==> src/rtl/lut_neg_ln.sv <==
// Sequential -ln(y): 0.32 fraction in, 4.16 result out, one result bit per cycle by greedy restoring search.
// Latency 21 cycles (1 when y==0); requests are accepted only in IDLE, and requests arriving while busy are dropped.
module lut_neg_ln #(
    parameter int data_size = 32
) (
    input  logic                 clock_i,
    input  logic                 reset_n_i,
    input  logic [data_size-1:0] data_i,
    input  logic                 data_valid_i,
    output logic                 busy_o,
    output logic                 output_valid_o,
    output logic                 sat_o,
    output logic [data_size-1:0] data_o
);

    localparam logic [32:0] ONE = 33'h1_0000_0000;

    // T[k] = e^-(2^(k-16)) as a 0.32 fraction; the first entry is k = 19
    localparam logic [31:0] T_TABLE [19:0] = '{
        32'h0015FC21, 32'h04B0556E, 32'h22A55547, 32'h5E2D58D8, 32'h9B4597E3,
        32'hC75F7CF5, 32'hE1EB5127, 32'hF07D5FDE, 32'hF81FAB54, 32'hFC07F55F,
        32'hFE01FEAB, 32'hFF007FD5, 32'hFF801FFA, 32'hFFC007FF, 32'hFFE001FF,
        32'hFFF0007F, 32'hFFF8001F, 32'hFFFC0007, 32'hFFFE0002, 32'hFFFF0000
    };

    typedef enum logic [1:0] {IDLE, COMPUTE, DONE} state_t;

    state_t                 state;
    state_t                 state_nxt;
    logic [31:0]            y_r;
    logic [32:0]            p;
    logic [19:0]            x_r;
    logic [4:0]             k;
    logic                   sat_r;
    logic [data_size-1:0]   data_r;
    logic                   sat_q;

    logic [32:0]            trial;
    logic                   take;
    logic [19:0]            x_upd;

    // p is at most 1.0 and T < 1.0, so the upper 33 bits of the product are the truncated 1.32 result
    always_comb begin
        trial    = 33'(({32'b0, p} * {33'b0, T_TABLE[k]}) >> 32);
        take     = (trial >= {1'b0, y_r});
        x_upd    = x_r;
        x_upd[k] = take;
    end

    always_comb begin
        state_nxt = state;
        unique case (state)
            IDLE: begin
                if (data_valid_i) begin
                    state_nxt = (data_i == '0) ? DONE : COMPUTE;
                end
            end
            COMPUTE: begin
                if (k == 5'd0) begin
                    state_nxt = DONE;
                end
            end
            DONE:    state_nxt = IDLE;
            default: state_nxt = IDLE;
        endcase
    end

    always_ff @(posedge clock_i or negedge reset_n_i) begin
        if (!reset_n_i) begin
            state <= IDLE;
        end else begin
            state <= state_nxt;
        end
    end

    always_ff @(posedge clock_i or negedge reset_n_i) begin
        if (!reset_n_i) begin
            y_r    <= '0;
            p      <= '0;
            x_r    <= '0;
            k      <= '0;
            sat_r  <= 1'b0;
            data_r <= '0;
            sat_q  <= 1'b0;
        end else begin
            unique case (state)
                IDLE: begin
                    if (data_valid_i) begin
                        if (data_i != '0) begin
                            y_r   <= data_i;
                            p     <= ONE;
                            x_r   <= '0;
                            k     <= 5'd19;
                            sat_r <= 1'b0;
                        end else begin
                            // -ln(0) is unbounded: pin to full scale and flag it
                            x_r    <= 20'hFFFFF;
                            sat_r  <= 1'b1;
                            data_r <= {{(data_size-20){1'b0}}, 20'hFFFFF};
                            sat_q  <= 1'b1;
                        end
                    end
                end
                COMPUTE: begin
                    x_r <= x_upd;
                    if (take) begin
                        p <= trial;
                    end
                    if (k == 5'd0) begin
                        // publish on entry to DONE so data_o is valid alongside the strobe
                        data_r <= {{(data_size-20){1'b0}}, x_upd};
                        sat_q  <= sat_r;
                    end else begin
                        k <= k - 5'd1;
                    end
                end
                default: ;
            endcase
        end
    end

    assign busy_o         = (state != IDLE);
    assign output_valid_o = (state == DONE);
    assign sat_o          = sat_q;
    assign data_o         = data_r;

endmodule

==> config.mk <==
export PLATFORM = sky130hd
export DESIGN_NAME = lut_neg_ln
export DESIGN_NICKNAME = d
export VERILOG_FILES = /design/src/rtl/lut_neg_ln.sv
export SDC_FILE = /design/constraint.sdc
export NUM_CORES = 2
export LEC_CHECK = 0
export BUFFER_PORTS_ARGS = -buffer_cell sky130_fd_sc_hd__clkbuf_2
export CAP_MARGIN = 15
export CORE_UTILIZATION = 35
export CTS_CLUSTER_DIAMETER = 80
export DETAILED_ROUTE_END_ITERATION = 12
export MAX_ROUTING_LAYER = met4
export PLACE_DENSITY = 0.49
export SLEW_MARGIN = 20
export SYNTH_ARGS = -nofsm -noshare
export SYNTH_HDL_FRONTEND = slang
export SYNTH_SLANG_ARGS = --single-unit
==> constraint.sdc <==
create_clock -name clock_i -period 11.7 [get_ports clock_i]
set_input_delay 0.585 -clock clock_i [delete_from_list [all_inputs] [get_ports clock_i]]
set_output_delay 0.585 -clock clock_i [all_outputs]
set_load 0.01 [all_outputs]
# Yosys cells after proc, flatten, opt, wreduce, memory -nomap -nowiden
# Memory sizes are Yosys's and may differ from the RTL's.
# Cells that the tools add are included.
# word_totals
n_memories	1
wordCells	64
output_inout_bits	35
rom_bits	1024
inputBits	35
reg_bits	126
# classes
n_reduce_logical	14
mux	28
addsub	1
order_cmp	3
multipliers	1
eq_ne	8
# mem_list
memory	depth	word_bits	read_ports	rd_clocked_by_memory_dff	write_ports	line	source
(no name shown)	32	32	1	0	0	44	trial = 33'(({32'b0, p} * {33'b0, T_TABLE[k]}) >> 32);
# op_table
op	count
$mux W32	4
$mux W33	3
$pmux W33 S2	1
$mul A33 B32 Y65	1
$pmux W32 S2	1
$mux W20	2
$pmux W20 S2	1
$ge A33 B32 Y1	1
$logic_not A32 Y1	1
$reduce_bool A32 Y1	1
$bwmux W20	1
$mux W5	3
$ne A2 B2 Y1 const B	6
$reduce_and A4 Y1	3
$pmux W5 S2	1
$lt A5 B6 Y1 const B	1
$mux W2	3
$reduce_and A2 Y1	3
$demux W1 S5	1
$ge A5 B1 Y1 const B	1
$logic_not A5 Y1	1
$mux W1	5
$sub A5 B1 Y5 const B	1
$pmux W2 S2	1
7 further kinds	8

# Logic depth before layout (Yosys ltp)
# depth
word_depth	7
mapped_depth	47
mapped_depth_nobuf	42

# Worst setup path after synthesis
# OpenSTA, ideal clock, no wires.
# synth_path
path_kind	flip-flop to flip-flop
from	register k[1]
to	register x_r[16]
required_time_ns	11.574
setup_ns	0.126
period_less_slack_ns	10.966
path_stages_with_launch	39
path_buffers	5
arrival_ns	10.840
setup_slack_ns	0.734
path_cell_list	dfrtp_1 -> clkbuf_1 -> inv_1 -> ha_1 -> nor2b_1 -> clkbuf_1 -> a311oi_1 -> clkbuf_1 -> nor2_1 -> fa_1 -> fa_1 -> inv_1 -> fa_1 -> fa_1 -> inv_1 -> fa_1 -> fa_1 -> fa_1 -> [... 3 more ...] -> nor2_1 -> nand2_1 -> nor4_1 -> nand4_1 -> a21boi_0 -> a21boi_0 -> xnor2_1 -> ha_1 -> a21o_1 -> a21o_1 -> a221oi_1 -> a31oi_1 -> a2111o_1 -> a211o_1 -> and3_1 -> buf_6 -> buf_8 -> a221o_1
# synth_between
elab_chain_len	6
word_cells_on_any_way	11
classes_between	mul (1); order compare (3); mux (5); reduce/logical (1); memory (1)
# synth_rtl
item	line	source
from (decl)	33	logic [4:0] k;
from (signal assigned)	114	k <= k - 5'd1;
$mem_v2 Z32 W32 (tied with other cells)	n/a	
$mux W32 (implied by the code) / $logic_and A1 B1 Y1 (equally long branches)	44, 47	
$mul A33 B32 Y65 / $mux W1 (equally long branches)	44, 47	
$ge A33 B32 Y1 / $demux W1 S5 (equally long branches)	45, 47	
$bwmux W20 (*)	47	x_upd[k] = take;
$pmux W20 S2 (*)	86	unique case (state)
to (signal assigned)	105	x_r <= x_upd;
to (decl)	32	logic [19:0] x_r;
# Every way passes the cells marked *; elsewhere a longest branch is shown, timed or not. The select of a mux whose other input is x is not followed.
# A chain may end at the register's enable or synchronous reset.

# Final worst setup path
# layout_path
from	register k[3]
to	register x_r[2]
# Same word-level chain as after synthesis.

==> results.md <==
- Multiplexer share of the synthesized area: 0.01644
- Max Fclk: 0.08869 GHz
- Type of origin of the critical path: flip-flop
- Main combinational cell family by area after synthesis: adder cells
- GPL Wtd Cong: a little under 1
- Gr ovfl total: 0
- DR vias/cell: around 5
- CTS root buf: clkbuf_16
- Wirelength per Cell: about 22 um
- Layout cells sized above 1: 0.08479
- Setup crit start: k[3]$_DFFE_PN0P_
- Endpoints failing setup: 0
- Post-synthesis cell type count: about 80
- Clock Tree Buf Depth: 2
- Final WS setup: roughly 0.42 ns
- Clock insertion delay at the later pin of the skew report: about 0.43 ns
- Count of final hold-check violations: 0
- I/O Pins: 70
- Yosys top cell area share: 0.4590
- Slew of the pin with the lowest slew margin: between 1 and 1.5 ns
- Post-Synth Adder-Cell Area: 0.5539
- Main synth FF type: dfrtp_1
- Cells after synthesis: approximately 4500
- CTS tree: built
- GR met1 Demand/Resource: 0.3225
- Post-route clock skew: around 0.016 ns
- Run status: finished, final reports clean
- WP data arrival: between 10 and 15 ns
- HPWL Detailed: around 110000 um
- Max Transition Viols Final: 0
- Mapped cell area: slightly above 40000 sq um
- Initial antenna violation count: 5
- RSZ-0062 raised after global routing: false
- H-tree lvl count: 4
- Worst endpoint required time: 12.02 ns
- Slew headroom: 0.1754
- Most common cell in the netlist: inv_1
- Grt met3 use: 0.01550
- Post-synth EDFFs: 0
- Antenna Cells: 0
- Vias: roughly 30000
- Mean post-synth cell area: approximately 9 sq um
- Fin crit share: 0.9637
- Met2 GRT Util: 0.4033
- Router iterations before antenna repair: 5
- First-pass GRT wire length: around 200000 um
- GRT Max-Usage Layer: met2
- Initial DRC Count: roughly 2000
- GRT Total Usage: 0.2403
- Clk slew on worst S/H paths: around 0.07 ns
- Xor/xnor share of the synthesized area: 0.005427
- Vias in the first global route: 32110
- Hold-fix buffers, CTS: 0
- Die width: around 340 um
- Max Cap Viol: 0
- Crit Path Max Fanout: 14
- Simple-gate share of the synthesized area: 0.1748
- Initial Utilization: 0.3528
- Clock sink total: 113
- Reg-to-reg startpoint: k[3]$_DFFE_PN0P_
- WS Path Type: reg -> reg
- Seq/Total Area, Yosys: 0.07009
- Syn. warnings: 0
- Setup WS pre-CTS: -0.1006 ns
- Port Buffer Count: between 50 and 60
- TritonCTS buffer count: 17
- Die area: 116600 sq um
- Die height: between 300 and 400 um
- Std cell rows: between 100 and 150
- Synth area leader: fa_1
- Min-Delay Path Class: in -> async
- Post-Route WL: roughly 130000 um
- Slowest-stage cell, CP: fa_1
- Total core area: 114300 sq um
- Remaining antenna violation count: 0
- Compound-Gate Fraction of Synth Area: 0.06323
- Fin crit period: roughly 11 ns
- Worst path max stage delay: between 0.6 and 0.7 ns
- Most frequent CP cell: fa_1
- Final #Nets: roughly 5800
- Async SR Flop Fraction: 1.000
- Top cells by area, synth: fa_1 46%, ha_1 9.5%, inv_1 9.0%
- Largest net degree at the start of global routing: 75
- Seq cells post-synth: roughly 110
- Top cells by count, synth: 962 x inv_1, 925 x fa_1, 617 x nand2_1
- Layout area overhead: 8.947%
- DRC: 0
- Nature of the critical path endpoint: flip-flop
-- final cells by class --
type	instances	area (sq um)
timing repair buffer	233	1858
sequential	113	2836
multi-input combinational	3164	33190
tap	1512	1892
inverter	963	3618
clock buffer	17	425.4
fill	11720	70390
clock inverter	15	138.9
-- critical path, delay by kind of cell, from the launching register on --
| kind | cells | cell delay (ns) |
|---|---|---|
| simple gates | 8 | 1.60 |
| fa+ha+maj | 10 | 4.66 |
| buf+inv | 8 | 1.25 |
| compound gates | 12 | 3.11 |
| flops | 1 | 0.51 |
-- layout by cell type, fill, tap and decap left out, types with 13 or more instances in the layout --
master,netlist,final
nand2b_1,31,31
dfrtp_1,113,108
and3_1,15,15
a21o_1,24,23
mux2i_1,19,19
nor4_1,14,13
ha_1,306,302
nor2b_1,21,19
nand2_1,617,617
nor3_1,60,58
clkbuf_2,0,56
o211ai_1,16,16
and2_1,437,437
a221o_1,13,13
buf_4,14,155
inv_1,962,960
mux2_2,39,39
nand4_1,27,27
fa_1,925,925
buf_12,0,19
nor2_1,170,166
o21ai_0,70,70
nand3_1,37,36
clkbuf_16,0,17
xnor2_1,18,17
a21oi_1,113,102
-- worst paths after layout --
check                                   endpoint  slack [ns]  cells after the start
setup / recovery              x_r[2]$_DFFE_PN0P_        0.42                     38
hold / removal             data_o[2]$_DFFE_PN0P_        0.13                      1
setup reg to reg              x_r[2]$_DFFE_PN0P_        0.42                     38
hold reg to reg                sat_r$_DFFE_PN0P_        0.49                      2
max in group asynchronous       k[4]$_DFFE_PN0P_       10.41                      2
min in group clock_i          y_r[7]$_DFFE_PN0P_        0.41                      2
-- state kept, by name, summed over array words and instances, names as in the netlist --
register and flops:
data_o 20, k 5, p 33, sat_o 1, sat_r 1, state 2
x_r 19, y_r 32
-- metrics by stage --
step	util	hold WS (ns)	TNS (ns)	cell area (sq um)	instances
after global placement	0.3771	0.4731	0	43120	5972
after floorplan	-	0.2894	0	40390	4500
after detailed placement	0.3771	0.4779	-0.9408	43120	5972
after global routing	0.3844	0.1545	0	43950	6017
final	0.3844	0.1252	0	43950	6017
after CTS	0.3822	0.1313	0	43700	6004
-- metal layers --
metal / share of wire / vias up / wire (um)
met5: 0 / - / 0
met4: 0.022 / 0 / 2962
met3: 0.038 / 101 / 5029
met2: 0.49 / 682 / 65040
met1: 0.45 / 16020 / 58640
li1: - / 13480 / -
-- what timing repair did --
action | 4_1_cts | 5_1_grt
setup endpoints to repair | 25 | 55
pin swaps | 0 | 4
setup buffers | 0 | 13
gates resized for setup | 5 | 31
-- cells by family (layout without fill, tap and decap cells) --
group | count (synthesis) | in the layout
flip-flops | 113 | 113
buffers and inverters | 1223 | 1228
XOR/XNOR | 25 | 25
AND/OR/NAND/NOR | 1455 | 1455
other | 1 | 12
AO/OA/AOI/OAI | 380 | 380
adder cells (fa/ha/maj) | 1231 | 1231
multiplexers | 61 | 61
Power is not shown: default switching activity piles up to over one toggle a cycle in this logic, so the estimate is an artifact.
